**src/rtl/sclk_tick_rx.sv**
```systemverilog
// Brings a slow sclk into the clk domain as single-cycle enable ticks, measures its period
// and tracks lock/loss. Define SCLK_RX_FALL_MEAS_EN to add fall ticks and high-time measurement.
module sclk_tick_rx #(
  parameter int SYNC_STAGES = 2,
  parameter int CNT_W       = 24,
  parameter int TIMEOUT     = 250000,
  parameter int LOCK_COUNT  = 4,
  parameter int TOL         = 2
) (
  input  logic             clk,
  input  logic             rst,
  input  logic             sclk_in,
  output logic             rise_tick,
  output logic             fall_tick,
  output logic [CNT_W-1:0] period,
  output logic [CNT_W-1:0] high_time,
  output logic             period_valid,
  output logic             locked,
  output logic             lost
);
  localparam int                 MATCH_W     = $clog2(LOCK_COUNT + 1);
  localparam int                 DIFF_W      = CNT_W + 1;
  localparam logic [CNT_W-1:0]   CNT_MAX     = '1;
  localparam logic [CNT_W-1:0]   CNT_TIMEOUT = CNT_W'(TIMEOUT - 1);
  localparam logic [MATCH_W-1:0] MATCH_LOCK  = MATCH_W'(LOCK_COUNT);
  localparam logic [DIFF_W-1:0]  TOL_W       = DIFF_W'(TOL);

  typedef enum logic [1:0] {ST_IDLE, ST_ACQUIRE, ST_LOCKED, ST_LOST} state_t;

  logic [SYNC_STAGES-1:0] r_sync;
  logic                   r_prev;
  logic                   r_rise_tick;
  logic [CNT_W-1:0]       r_cnt;
  state_t                 r_state,       w_state_next;
  logic [MATCH_W-1:0]     r_match_cnt,   w_match_next;
  logic [CNT_W-1:0]       r_prev_period, w_prev_period_next;
  logic [CNT_W-1:0]       r_period,      w_period_next;
  logic                   r_have_prev,   w_have_prev_next;
  logic                   r_valid,       w_valid_next;
  logic                   r_locked,      w_locked_next;
  logic                   r_lost,        w_lost_next;

  logic                   w_sync;
  logic                   w_rise;
  logic                   w_timeout;
  logic                   w_match;
  logic [CNT_W-1:0]       w_p;
  logic [DIFF_W-1:0]      w_diff;
  logic [MATCH_W-1:0]     w_match_inc;

  assign w_sync      = r_sync[SYNC_STAGES-1];
  assign w_rise      = w_sync & ~r_prev;
  assign w_timeout   = (r_cnt == CNT_TIMEOUT);
  // A saturated counter reports the saturated value rather than wrapping to zero.
  assign w_p         = (r_cnt == CNT_MAX) ? CNT_MAX : r_cnt + 1'b1;
  assign w_diff      = (w_p >= r_prev_period) ? ({1'b0, w_p} - {1'b0, r_prev_period})
                                              : ({1'b0, r_prev_period} - {1'b0, w_p});
  assign w_match     = r_have_prev && (w_diff <= TOL_W);
  assign w_match_inc = r_match_cnt + 1'b1;

  // NOTE: the synchronizer chain and every control register are reset so no stale
  // level can produce a tick or a bogus period right after reset.
  always_ff @(posedge clk) begin
    if (rst) begin
      r_sync        <= '0;
      r_prev        <= 1'b0;
      r_rise_tick   <= 1'b0;
      r_cnt         <= '0;
      r_state       <= ST_IDLE;
      r_match_cnt   <= '0;
      r_prev_period <= '0;
      r_period      <= '0;
      r_have_prev   <= 1'b0;
      r_valid       <= 1'b0;
      r_locked      <= 1'b0;
      r_lost        <= 1'b0;
    end else begin
      // NOTE: non-blocking assignments so every register samples pre-edge values.
      r_sync        <= {r_sync[SYNC_STAGES-2:0], sclk_in};
      r_prev        <= w_sync;
      r_rise_tick   <= w_rise;
      r_cnt         <= w_rise ? '0 : ((r_cnt == CNT_MAX) ? r_cnt : r_cnt + 1'b1);
      r_state       <= w_state_next;
      r_match_cnt   <= w_match_next;
      r_prev_period <= w_prev_period_next;
      r_period      <= w_period_next;
      r_have_prev   <= w_have_prev_next;
      r_valid       <= w_valid_next;
      r_locked      <= w_locked_next;
      r_lost        <= w_lost_next;
    end
  end

  always_comb begin
    // NOTE: every output of this block gets a hold default first, so no latch is inferred.
    w_state_next       = r_state;
    w_match_next       = r_match_cnt;
    w_prev_period_next = r_prev_period;
    w_period_next      = r_period;
    w_have_prev_next   = r_have_prev;
    w_valid_next       = r_valid;
    w_locked_next      = r_locked;
    w_lost_next        = r_lost;

    unique case (r_state)
      ST_IDLE, ST_LOST: begin
        if (w_rise) begin
          w_state_next     = ST_ACQUIRE;
          w_match_next     = '0;
          w_have_prev_next = 1'b0;
        end
      end
      ST_ACQUIRE, ST_LOCKED: begin
        if (w_rise) begin
          w_period_next      = w_p;
          w_valid_next       = 1'b1;
          w_prev_period_next = w_p;
          w_have_prev_next   = 1'b1;
          if (!w_match) begin
            w_match_next  = '0;
            w_locked_next = 1'b0;
            w_state_next  = ST_ACQUIRE;
          end else if (r_state == ST_ACQUIRE) begin
            w_match_next = w_match_inc;
            if (w_match_inc == MATCH_LOCK) begin
              w_state_next  = ST_LOCKED;
              w_locked_next = 1'b1;
              w_lost_next   = 1'b0;
            end
          end
        end else if (w_timeout) begin
          w_state_next     = ST_LOST;
          w_lost_next      = 1'b1;
          w_locked_next    = 1'b0;
          w_valid_next     = 1'b0;
          w_match_next     = '0;
          w_have_prev_next = 1'b0;
        end
      end
      default: w_state_next = ST_IDLE;
    endcase
  end

  assign rise_tick    = r_rise_tick;
  assign period       = r_period;
  assign period_valid = r_valid;
  assign locked       = r_locked;
  assign lost         = r_lost;

`ifdef SCLK_RX_FALL_MEAS_EN
  logic             w_fall;
  logic             r_fall_tick;
  logic             r_seen_rise;
  logic [CNT_W-1:0] r_high_time;

  assign w_fall = ~w_sync & r_prev;

  always_ff @(posedge clk) begin
    if (rst) begin
      r_fall_tick <= 1'b0;
      r_seen_rise <= 1'b0;
      r_high_time <= '0;
    end else begin
      r_fall_tick <= w_fall;
      if (w_rise)
        r_seen_rise <= 1'b1;
      else if (w_state_next == ST_LOST)
        r_seen_rise <= 1'b0;
      if (w_fall && r_seen_rise)
        r_high_time <= w_p;
    end
  end

  assign fall_tick = r_fall_tick;
  assign high_time = r_high_time;
`else
  assign fall_tick = 1'b0;
  assign high_time = '0;
`endif

endmodule

```
**config.mk**
```make
export PLATFORM = sky130hd
export DESIGN_NAME = sclk_tick_rx
export DESIGN_NICKNAME = d
export VERILOG_FILES = /design/src/rtl/sclk_tick_rx.sv
export SDC_FILE = /design/constraint.sdc
export NUM_CORES = 1
export LEC_CHECK = 0
export ABC_CLOCK_PERIOD_IN_PS = 5700
export CAP_MARGIN = 10
export CORE_ASPECT_RATIO = 0.9
export CORE_MARGIN = 4
export CORE_UTILIZATION = 45
export DETAILED_ROUTE_END_ITERATION = 7
export PLACE_DENSITY_LB_ADDON = 0.12
export SKIP_CTS_REPAIR_TIMING = 1
export SLEW_MARGIN = 30
export SYNTH_ARGS = -nofsm -noshare
export SYNTH_HDL_FRONTEND = slang
export SYNTH_SLANG_ARGS = --single-unit
```
**constraint.sdc**
```tcl
create_clock -name clk -period 5.7 [get_ports clk]
set_input_delay 0.57 -clock clk [delete_from_list [all_inputs] [get_ports clk]]
set_output_delay 0.57 -clock clk [all_outputs]
set_load 0.1 [all_outputs]
```
==> summary.md <==
| Metric | Value |
|---|---|
| Final Power | 1520 uW |
| Hold Path Sink | r_sync[1] |
| TritonRoute pass-1 iters | 5 |
| Final WL | 16100 um |
| Clock power share | 0.392 |
| Peak supply drop | 0.000194 V |
| R2r startpoint | r_cnt[0] |
| Vias in the first global route | 5048 |
| # clock sinks | 61 |
| Avg Cell Area, Syn | 7.40 um2 |
| Min-delay src | r_sync[0] |
| Sw power | 494 uW |
| CTS root buf | clkbuf_16 |
| Chip width | 125 um |
| Pleak | 0.00285 uW |
| Global route total overflow | 0 |
| Fillers | 1165 |
| Hold Vio Cnt, Final | 0 |
| Tightest Hold Check Type | reg2reg |
| Ys async rst share | 0 |
| Ys flop type | dfxtp_1 |
| Sequential area share after synthesis | 0.220 |
| Routed WL per cell | 16.8 um |
| Synth Instances | 752 |
| I/O pins | 56 |
| Netlist Area Pre-Place | 5560 um2 |
| Diode count | 0 |
| 1st-iter DRT viols | 345 |
| GRT Total Usage | 0.224 |
| Crit-path slowest cell | or4_1 |
| Reg2Reg Setup Slack | 0.22 ns |
| Slew Limit Fails | 0 |
| Count of flip-flops with a built-in enable after synthesis | 0 |
| Endpoints failing setup | 0 |
| H-Tree Level Count | 3 |
| Hold_ws | 0.442 ns |
| Seq pwr share | 0.289 |
| CP max stage delay | 0.52 ns |
| Final nets | 852 |
| Largest net degree at the start of global routing | 45 |
| Yosys warns | 0 |
| Initial antenna violation count | 0 |
| Mux cell area share after synthesis | 0.0110 |
| Relative slew slack | 0.335 |
| Switching share of power | 0.325 |
| CP required | 5.92 ns |
| Total CTS buffers | 9 |
| Fin crit share | 0.962 |
| Startpoint Class | flip-flop |
| Crit Reg-Reg Endpoint | lost |
| Xor-xnor portion of the synthesized cell area | 0.0693 |
| Via count | 5281 |
| Simple-Gate Fraction of Synth Area | 0.243 |
| Place WS | -0.0347 ns |
| Max Cap Violations | 0 |
| Highest Clock Rate | 0.182 GHz |
| Clock Skew | 0.00632 ns |
| CP arrival | 5.70 ns |
| TritonCTS clock tree | built |
| Worst-skew pair later-pin latency | 0.32 ns |
| PwrDens | 232 nW/um2 |
| Unique masters post-synth | 65 |
| Layout area overhead | 17.6% |
| Crit Path Category | reg2reg |
| Worst setup margin | 0.218 ns |
| Critical-path cell list | ha_4, and3_4, and4_4, nand4_1, or2_4, or3_4, buf_8, o21a_2, inv_1, ha_2, and2_4, a221oi_4, a21o_2, a211oi_4, or3_4, or4_1, a2111o_1, nor4b_4, buf_6, nand2b_2, o21a_1 |
| Fin util | 0.542 |
| R2R cell count | 21 |
| Critical Path Fanout Max | 12 |
| Outcome | finished, final reports clean |
| Setup TNS | 0 ns |
| DR vias/cell | 5.51 |
| Combinational share of power | 0.319 |
| FF+latch count, synth | 61 |
| Hold Path Stages | 1 |
| First-pass GRT wire length | 26000 um |
| Adder-cell share of the synthesized area | 0.126 |
| Post-route ant nets | 0 |
| CTS Buffer Depth | 2 |
| Core Region | 12100 um2 |
| Internal power | 1030 uW |
| GP Congestion | 1.00 |
| CP top delay family | simple AND/OR/NAND/NOR gates |
| Worst-path clk slew | 0.05 ns |
| Drc violations | 0 |
| CP endpoint kind | flip-flop |
| Minimum clock period | 5.48 ns |
| Worst Max-Slew Pin Slew | 0.995 ns |
| Combinational family with the most area after synthesis | simple AND/OR/NAND/NOR gates |
| Initial Utilization | 0.461 |
| Hpwl dp | 12900 um |
| Core Rows | 38 |
| Die area | 14200 um2 |
| CP dominant cell by count | or3_4 |
| # port buffers | 30 |
| Die Ht | 113 um |
| Share of layout cells above drive strength 1 | 0.114 |
| Post-synthesis compound-gate area fraction | 0.222 |
| Buf+Inv Stages, Crit Path | 3 |
-- sequential cells by signal, summed over array words and instances (netlist names), 2 cells and up --
register     cells
r_sync           2
r_match_cnt      3
r_state          2
period          24
r_cnt           24
-- how the worst max path moves through the flow --
stage	from	endpoint	slack (ns)	depth (start not counted)
floorplan	r_cnt[0]	r_state[0]	0.05	23
global placement	r_cnt[1]	lost	0.05	21
detailed placement	r_cnt[1]	lost	-0.03	21
CTS	r_cnt[1]	lost	-0.07	21
global route	r_cnt[0]	lost	-0.02	22
finish	r_cnt[0]	lost	0.22	21
-- area by class of cell --
cell class | instances | area (um2) | share of cell area
clock buffers | 12 | 267 | 0.0407
clock inverters | 3 | 67.6 | 0.0103
inverters | 59 | 221 | 0.0339
multi-input cells | 594 | 3940 | 0.603
flip-flops and latches | 61 | 1220 | 0.187
well taps | 160 | 200 | 0.0306
repair buffers | 69 | 622 | 0.0951
-- power by group through the flow --
stage / registers (uW) / logic [uW] / clock network, uW
after floorplan: 463 / 353 / 0
after global placement: 446 / 462 / 0
after detailed placement: 447 / 458 / 0
after CTS: 438 / 461 / 606
after global routing: 439 / 524 / 627
final: 439 / 485 / 596
-- Yosys cell counts, types with 8 or more instances --
cell      count  area [um2]
buf_2         8        40.0
nor2b_1       9        56.3
and3_1       13        81.3
dfxtp_1      61        1220
nand3_1      18        90.1
o21ai_0      39         195
xor2_1       19         166
a211oi_1     26         195
a21o_1       13        97.6
and2_1       16         100
a21oi_1      64         320
nor2_1      102         383
or3_1        11        68.8
nor3_1       14        70.1
ha_1         53         663
xnor2_1      25         219
nand4_1      12        75.1
buf_4        26         195
nand2b_1     11        68.8
a31oi_1       8        50.1
inv_1        59         221
clkbuf_1     20        75.1
nand2_1      43         161
-- per-stage QoR --
| stage | area (um2) | cells |
|---|---|---|
| 3_5_place_dp | 6050 | 940 |
| 5_1_grt | 6540 | 958 |
| 4_1_cts | 6380 | 955 |
| 3_3_place_gp | 6050 | 940 |
| 2_1_floorplan | 5650 | 776 |
| 6_report | 6540 | 958 |
-- cell usage in the layout, fill, tap and decap left out, types with 13 or more instances in the layout --
cell / n
dfxtp_1: 60
xnor2_1: 25
nor2_1: 100
a21oi_1: 61
inv_1: 59
nand3_1: 18
a21o_1: 13
o21ai_0: 35
xor2_1: 19
clkdlybuf4s50_1: 30
buf_4: 36
conb_1: 25
a211oi_1: 26
ha_1: 49
nand2_1: 43
and2_1: 15
-- layer usage --
layer | wire (um) | GRT usage | up-vias | share of wire
met3 | 753 | 0.0253 | 22 | 0.047
met2 | 6980 | 0.352 | 157 | 0.43
met1 | 8090 | 0.327 | 2453 | 0.50
li1 | - | - | 2649 | -
met5 | 0 | 0 | - | 0
met4 | 282 | 0.0600 | 0 | 0.018
-- cells by family after synthesis --
group | after synthesis
flip-flops | 61
multiplexers | 6
XOR/XNOR | 44
AO/OA/AOI/OAI | 191
other | 1
buffers and inverters | 121
adder cells (fa/ha/maj) | 55
AND/OR/NAND/NOR | 273
Note: power is estimated with default switching activity, not from simulation.
